==> src/rtl/svf_ctrl.sv <==
// Control block for the 8-bit state variable filter: sample-rate divider, coefficient registers
// with cutoff slewing, and the output mixer / master volume stage.
module svf_ctrl #(
  parameter int unsigned CLK_DIV   = 24,
  parameter int unsigned SLEW_STEP = 8
) (
  input  logic        clk,
  input  logic        rst,
  input  logic        wr_en,
  input  logic [1:0]  wr_addr,
  input  logic [7:0]  wr_data,
  input  logic [7:0]  audio_in,
  input  logic [7:0]  hp_in,
  input  logic [7:0]  bp_in,
  input  logic [7:0]  lp_in,
  output logic        sample_valid,
  output logic [10:0] alpha1,
  output logic [1:0]  alpha2,
  output logic        slewing,
  output logic [7:0]  audio_out
);

  localparam logic [7:0]  DivLast = 8'(CLK_DIV - 1);
  localparam logic [10:0] Step    = 11'(SLEW_STEP);

  localparam logic [1:0] AddrFcLo   = 2'd0;
  localparam logic [1:0] AddrFcHi   = 2'd1;
  localparam logic [1:0] AddrRes    = 2'd2;
  localparam logic [1:0] AddrModeVol = 2'd3;

  logic [7:0]  cnt_q, cnt_d;
  logic [10:0] fc_target_q, fc_target_d;
  logic [10:0] alpha1_q, alpha1_d;
  logic [1:0]  alpha2_q, alpha2_d;
  logic        filt_en_q, filt_en_d;
  logic [2:0]  mode_q, mode_d;  // {hp_en, bp_en, lp_en}
  logic [3:0]  vol_q, vol_d;
  logic [7:0]  audio_out_q, audio_out_d;

  logic [10:0]        diff_up, diff_dn;
  logic signed [9:0]  mix;
  logic signed [14:0] mix_x, vol_x, prod;
  logic signed [10:0] prod_sh;
  logic [7:0]         sat;

  // Divider
  always_comb begin
    cnt_d = (cnt_q == DivLast) ? 8'd0 : cnt_q + 8'd1;
  end

  assign sample_valid = (cnt_q == DivLast);

  // Register file; the datapath below always sees the pre-write values on a strobe edge.
  always_comb begin
    fc_target_d = fc_target_q;
    alpha2_d    = alpha2_q;
    filt_en_d   = filt_en_q;
    mode_d      = mode_q;
    vol_d       = vol_q;
    if (wr_en) begin
      unique case (wr_addr)
        AddrFcLo:    fc_target_d[2:0]  = wr_data[2:0];
        AddrFcHi:    fc_target_d[10:3] = wr_data;
        AddrRes: begin
          alpha2_d  = wr_data[7:6];
          filt_en_d = wr_data[0];
        end
        AddrModeVol: begin
          mode_d = wr_data[6:4];
          vol_d  = wr_data[3:0];
        end
        default: ;
      endcase
    end
  end

  // Cutoff slew: saturating step toward the target, never overshooting or wrapping.
  assign diff_up = fc_target_q - alpha1_q;
  assign diff_dn = alpha1_q - fc_target_q;

  always_comb begin
    alpha1_d = alpha1_q;
    if (sample_valid) begin
      if (SLEW_STEP == 0) begin
        alpha1_d = fc_target_q;
      end else if (fc_target_q >= alpha1_q) begin
        alpha1_d = (diff_up <= Step) ? fc_target_q : alpha1_q + Step;
      end else begin
        alpha1_d = (diff_dn <= Step) ? fc_target_q : alpha1_q - Step;
      end
    end
  end

  // Output mixer and volume
  always_comb begin
    mix = '0;
    if (filt_en_q) begin
      if (mode_q[2]) mix = mix + {{2{hp_in[7]}}, hp_in};
      if (mode_q[1]) mix = mix + {{2{bp_in[7]}}, bp_in};
      if (mode_q[0]) mix = mix + {{2{lp_in[7]}}, lp_in};
    end else begin
      mix = {{2{audio_in[7]}}, audio_in};
    end
  end

  assign mix_x   = {{5{mix[9]}}, mix};
  assign vol_x   = {11'd0, vol_q};
  assign prod    = mix_x * vol_x;
  assign prod_sh = prod[14:4];

  always_comb begin
    if (prod_sh > 11'sd127) begin
      sat = 8'h7f;
    end else if (prod_sh < -11'sd128) begin
      sat = 8'h80;
    end else begin
      sat = prod_sh[7:0];
    end
  end

  always_comb begin
    audio_out_d = sample_valid ? sat : audio_out_q;
  end

  always_ff @(posedge clk) begin
    if (rst) begin
      cnt_q       <= '0;
      fc_target_q <= '0;
      alpha1_q    <= '0;
      alpha2_q    <= '0;
      filt_en_q   <= 1'b0;
      mode_q      <= '0;
      vol_q       <= '0;
      audio_out_q <= '0;
    end else begin
      cnt_q       <= cnt_d;
      fc_target_q <= fc_target_d;
      alpha1_q    <= alpha1_d;
      alpha2_q    <= alpha2_d;
      filt_en_q   <= filt_en_d;
      mode_q      <= mode_d;
      vol_q       <= vol_d;
      audio_out_q <= audio_out_d;
    end
  end

  assign alpha1    = alpha1_q;
  assign alpha2    = alpha2_q;
  assign slewing   = (alpha1_q != fc_target_q);
  assign audio_out = audio_out_q;

endmodule

==> config.mk <==
export PLATFORM = sky130hd
export DESIGN_NAME = svf_ctrl
export DESIGN_NICKNAME = d
export VERILOG_FILES = /design/src/rtl/svf_ctrl.sv
export SDC_FILE = /design/constraint.sdc
export NUM_CORES = 1
export LEC_CHECK = 0
export CAP_MARGIN = 5
export CORE_MARGIN = 2
export CORE_UTILIZATION = 50
export CTS_CLUSTER_SIZE = 20
export DETAILED_ROUTE_END_ITERATION = 10
export PLACE_DENSITY = 0.77
export SYNTH_ARGS = -nofsm -noshare
export SYNTH_HDL_FRONTEND = slang
export SYNTH_SLANG_ARGS = --single-unit
==> constraint.sdc <==
create_clock -name clk -period 20.1 [get_ports clk]
set_input_delay 4.02 -clock clk [delete_from_list [all_inputs] [get_ports clk]]
set_output_delay 4.02 -clock clk [all_outputs]
set_load 0.005 [all_outputs]
# ---- Yosys cells after proc, flatten, opt, wreduce, memory -nomap -nowiden
# Cells that the tools add are included.
dict set report totals {
  reg_bits 48
  inputBits 45
}
dict set report op_classes {
  addsub 7
  multipliers 1
  magnitude_cmp 5
  eq_ne 5
  mux 11
  reduce_logical 6
}
# operator count
set ops {}
lappend ops {{$mux 10} 6}
lappend ops {{$mux 11} 3}
lappend ops {{$le 11x4->1 const B} 2}
lappend ops {{$sub 11x11->11} 2}
lappend ops {{$add 10x10->10} 2}
lappend ops {{$mux 8} 2}
lappend ops {{$mul 10x5->15} 1}
lappend ops {{$add 11x4->11 const B} 1}
lappend ops {{$ge 11x11->1} 1}
lappend ops {{$gt 11x8->1 const B} 1}
lappend ops {{$lt 11x8->1 const B} 1}
lappend ops {{$ne 11x11->1} 1}
lappend ops {{$sub 11x4->11 const B} 1}
lappend ops {{$add 8x1->8 const B} 1}
lappend ops {{$eq 8x5->1 const B} 1}
lappend ops {{$reduce_and 2->1} 4}
lappend ops {{$eq 2x2->1 const B} 2}
lappend ops {{$eq 2x1->1 const B} 1}
lappend ops {{$logic_not 2->1} 1}
lappend ops {{$reduce_or 2->1} 1}

# ---- Logic depth before layout (Yosys ltp)
dict set report logic_depth {
  ltp_word 12
  mapped_depth 37
  ltp_nobuf 36
}

# ---- Least setup slack after synthesis
# No wires, ideal clock.
dict set report synth_timing {
  path_type {input to register}
  startpoint {input hp_in[0]}
  endpoint {register audio_out_q[1], in the netlist audio_out[1]}
  setup_ns 0.080
  arrival_time_ns 10.264
  required_time_ns 20.020
  setup_slack_ns 9.756
  stages 34
  path_buffers 0
  cell_sequence {nand2_1 inv_1 ha_1 fa_1 a21oi_1 o22ai_1 a21oi_1 o21bai_1 a21oi_1 xnor2_1 a21oi_1 inv_1 ha_1 a21oi_1 o211ai_1 and4_1 nor3_1 xnor2_1 mux2_2 and2_1 ha_1 fa_1 inv_1 fa_1 inv_1 ha_1 o21a_1 nor2_1 xnor2_1 mux2i_1 xnor2_2 a311oi_2 nor2_4 a211oi_2}
}
dict set report synth_via {
  elab_chain_len 12
  elab_cells_between_ends 13
  classes_between {add/sub: 2; mul: 1; order compare: 2; mux: 8}
}
# item line
set synth_rtl {}
lappend synth_rtl {{from (decl)} 13} ;# input logic [7:0] hp_in,
lappend synth_rtl {{$mux 10 (*)} 98} ;# if (mode_q[2]) mix = mix + {{2{hp_in[7]}}, hp_in};
lappend synth_rtl {{$mux 10 (*)} 97} ;# if (filt_en_q) begin
lappend synth_rtl {{$add 10x10->10} 99} ;# if (mode_q[1]) mix = mix + {{2{bp_in[7]}}, bp_in};
lappend synth_rtl {{$mux 10 (*)} 99}
lappend synth_rtl {{$mux 10 (*)} 97}
lappend synth_rtl {{$add 10x10->10} 100} ;# if (mode_q[0]) mix = mix + {{2{lp_in[7]}}, lp_in};
lappend synth_rtl {{$mux 10 (*)} 100}
lappend synth_rtl {{$mux 10 (*)} 97}
lappend synth_rtl {{$mul 10x5->15 (*)} 108} ;# assign prod = mix_x * vol_x;
lappend synth_rtl {{$lt 11x8->1} 114} ;# end else if (prod_sh < -11'sd128) begin
lappend synth_rtl {{$mux 8} 114}
lappend synth_rtl {{$mux 8 (*)} 112} ;# if (prod_sh > 11'sd127) begin
lappend synth_rtl {{to (signal assigned)} 143} ;# audio_out_q <= audio_out_d;
lappend synth_rtl {{to (decl)} 38} ;# logic [7:0] audio_out_q, audio_out_d;
# Mark *: on every way between the ends. The rest lies on a longest branch, timed or not. The select of a mux whose other input is x is not followed.
# A chain may end at the register's enable or synchronous reset.

# ---- Worst setup path after layout
dict set report layout_timing {
  startpoint {input hp_in[0]}
  endpoint {register audio_out_q[4], in the netlist audio_out[4]}
}
# The elaborated chain is that of the path after synthesis.

==> flow_metrics.py <==
metrics = {
    "synth": {
        "ys_types": 73,
        "synth.avg_cell_area_sq_um": 7.78,
        "yosysSeqAreaShare_pct": 16.8,
        "synth_nets": 870,
        "synth_ff_type": "dfxtp_1",
        "synth_largest_area_cell": "dfxtp_1",
        "synth_area_leaders": "dfxtp_1 (17%), ha_1 (14%), fa_1 (7.7%)",
        "synth_top_area_share_pct": 16.8,
        "synth_most_common_cell": "inv_1",
        "synth_seq_cells": 48,
        "synth_edf_count": 0,
        "synthTopCellsByCount": "inv_1 (87), ha_1 (66), nor2_1 (59)",
        "synthCells": 737,
        "synth.cell_area_sq_um": 5730,
        "yosys_warnings": 0,
        "synthArstFlopShare_pct": 0,
    },
    "cts": {
        "cts_buffers": 5,
        "clockBufferDepth": 2,
        "cts_hold_buf": 0,
        "numClockSinks": 48,
        "cts_tree": "yes",
        "post-cts-setup-buffer-count": 0,
        "cts_root_buf": "clkbuf_16",
        "post_cts_resized": 0,
        "htree_num_levels": 2,
        "clock_latency_ps": 290,
        "path_clk_slew_ps": 60,
    },
    "power": {
        "p_leak_nw": 3.01,
        "p_switching_uw": 81.7,
        "p_int_uw": 196,
        "p_clk_share_pct": 35.4,
        "peakVddDrop_mv": 0.0331,
        "combPwrFrac_pct": 28.4,
        "seq_power_share_pct": 36.2,
        "p_sw_share_pct": 29.5,
        "p_per_area_nw_per_um2": 41.9,
    },
    "routing": {
        "drtIter0Drc": 277,
        "drc": 0,
        "vias": 5211,
        "ant_nets": 0,
        "viasPerCell": 5.63,
        "drt_wl_total_mm": 13.6,
        "wire_per_inst_microns": 14.6,
        "first_pass_iters": 5,
    },
    "job": {
        "maxCapViolCount": 0,
    },
    "timing": {
        "finalCriticalPeriod_ps": 11060,
        "rsz0062_at_grt": "false",
        "fin_worst_skew_ps": 6.60,
        "hold_violations": 0,
        "worst_pin_slew_ps": 885,
        "fmax_ghz": 0.0905,
        "max_slew_margin_pct": 41.0,
        "min_period_over_period_pct": 55.0,
        "maxSlewViolCount": 0,
        "tns_ps": 0,
        "setup_viol": 0,
    },
    "worst_setup_path": {
        "arrival_ps": 11250,
        "worst_path_largest_cell_delay_ps": 520,
        "crit_path_top_delay_cell": "fa_1",
        "critical_path.endpoint_type": "flop",
        "critical_path_class": "in2reg",
        "worstPathMaxFanout": 7,
        "critPathRequiredTime_ps": 20290,
        "cpMostUsedCell": "a21oi_1",
        "startpoint_type": "input port",
    },
    "hold_path": {
        "hp-class": "reg2reg",
    },
    "grt": {
        "grt_pass1_wl_mm": 23.3,
        "grt_pass1_vias": 5304,
        "overflow": 0,
        "grt_max_degree": 50,
        "antenna_found_initial": 0,
        "track_usage_pct": 22.4,
    },
    "finish": {
        "areaGrowthSynthToFinish_pct": 15.6,
        "antennaDiodeCount": 0,
        "drive_gt1_share_pct": 4.85,
        "stdcell_count": 926,
        "nNetsFinal": 915,
    },
    "placed_design": {
        "io_buffers": 67,
        "gp_congestion": 0.962,
        "hpwl_mm": 11.1,
        "placed_cells": 918,
    },
    "outcome": {
        "status": "finished clean",
    },
    "floorplanning": {
        "die_w_microns": 111,
        "core.rowCount": 39,
        "die_h_microns": 111,
        "die_area_sq_um": 12300,
        "start_util_pct": 50.6,
        "fp.coreArea_sq_um": 11300,
        "io_pins": 68,
    },
}
-- critical path: cells and delay by family --
kind | cells | cell delay, ps
multiplexers | 2 | 550
AO/OA/AOI/OAI | 11 | 2140
buffers and inverters | 5 | 630
XOR/XNOR | 4 | 400
AND/OR/NAND/NOR | 6 | 900
adder cells (fa/ha/maj) | 7 | 2660
-- per-layer routing --
metal  wire [microns]  vias up  GRT usage [%]
li1                 -     2623              -
met5                0        -              0
met4              524        0           11.0
met3              485       39           1.53
met1             5790     2420           26.4
met2             6760      129           41.0
-- kinds of logic after synthesis --
logic type	share of synthesized area [%]
multiplexers	4.71
AO/OA/AOI/OAI	20.4
AND/OR/NAND/NOR	20.7
flip-flops	16.8
adder cells (fa/ha/maj)	22.3
XOR/XNOR	7.16
buffers and inverters	8.01
-- power by group through the flow --
stage	clock network, mW	registers, mW	logic, mW
6_report	0.0982	0.100	0.0788
2_1_floorplan	0	0.100	0.0576
5_1_grt	0.104	0.101	0.0878
3_5_place_dp	0	0.102	0.0783
4_1_cts	0.100	0.100	0.0789
3_3_place_gp	0	0.102	0.0768
-- final cells by class --
cell class              count  area (sq um)
clock inverters             2          38.8
fillers                  1035          4700
clock buffers               6           139
repair buffers             67           666
multi-input cells         572          4310
inverters                  88           330
well taps                 143           179
flip-flops and latches     48           961
-- state kept, by name, summed over array words and instances (netlist names) --
name	cells
alpha1	11
fc_target_q	11
audio_out	8
cnt_q	8
vol_q	4
mode_q	3
alpha2	2
filt_en_q	1
-- stage by stage --
| step | util (%) | hold slack [ps] | instance area [sq um] | total power [mW] | worst slack (ps) |
|---|---|---|---|---|---|
| 6_report | 58.5 | 463 | 6630 | 0.277 | 9040 |
| 5_1_grt | 58.5 | 498 | 6630 | 0.293 | 8450 |
| 4_1_cts | 58.5 | 468 | 6630 | 0.279 | 8980 |
| 3_5_place_dp | 57.0 | 461 | 6450 | 0.181 | 8720 |
| 3_3_place_gp | 57.0 | 449 | 6450 | 0.179 | 9000 |
| 2_1_floorplan | - | 425 | 5730 | 0.158 | 9760 |
-- worst paths after layout --
| path | start | to | slack (ps) | depth (start not counted) |
|---|---|---|---|---|
| min reg2reg | audio_out[7] | audio_out[7] | 460 | 2 |
| min | audio_out[7] | audio_out[7] | 460 | 2 |
| max | hp_in[0] | audio_out[4] | 9040 | 35 |
| max reg2reg | mode_q[2] | audio_out[4] | 12630 | 31 |
-- cell usage in the layout (no fill, tap or decap), types with 3 or more instances in the layout --
cell	netlist	routed
and2_1	24	24
nand2b_1	7	7
nor2_1	59	59
and4_1	3	3
mux2i_1	21	21
nor3b_1	4	4
xor2_1	18	18
xnor2_1	27	27
o21a_1	4	4
and3_1	8	8
nand2_1	55	55
clkbuf_16	0	5
a31o_2	3	3
o41ai_1	3	3
a21o_1	17	17
nor3_1	16	16
clkdlybuf4s50_1	0	66
a211oi_1	11	11
a31oi_1	7	7
o21ai_0	25	25
nand3b_1	4	4
nand3_1	22	22
a22oi_1	4	4
a21oi_1	55	55
ha_1	66	66
inv_1	87	87
or2_2	5	5
dfxtp_1	48	48
a221o_1	4	4
fa_1	22	22
o22ai_1	3	3
o211ai_1	8	8
nor2b_1	17	17
(Power assumes the default switching activity.)
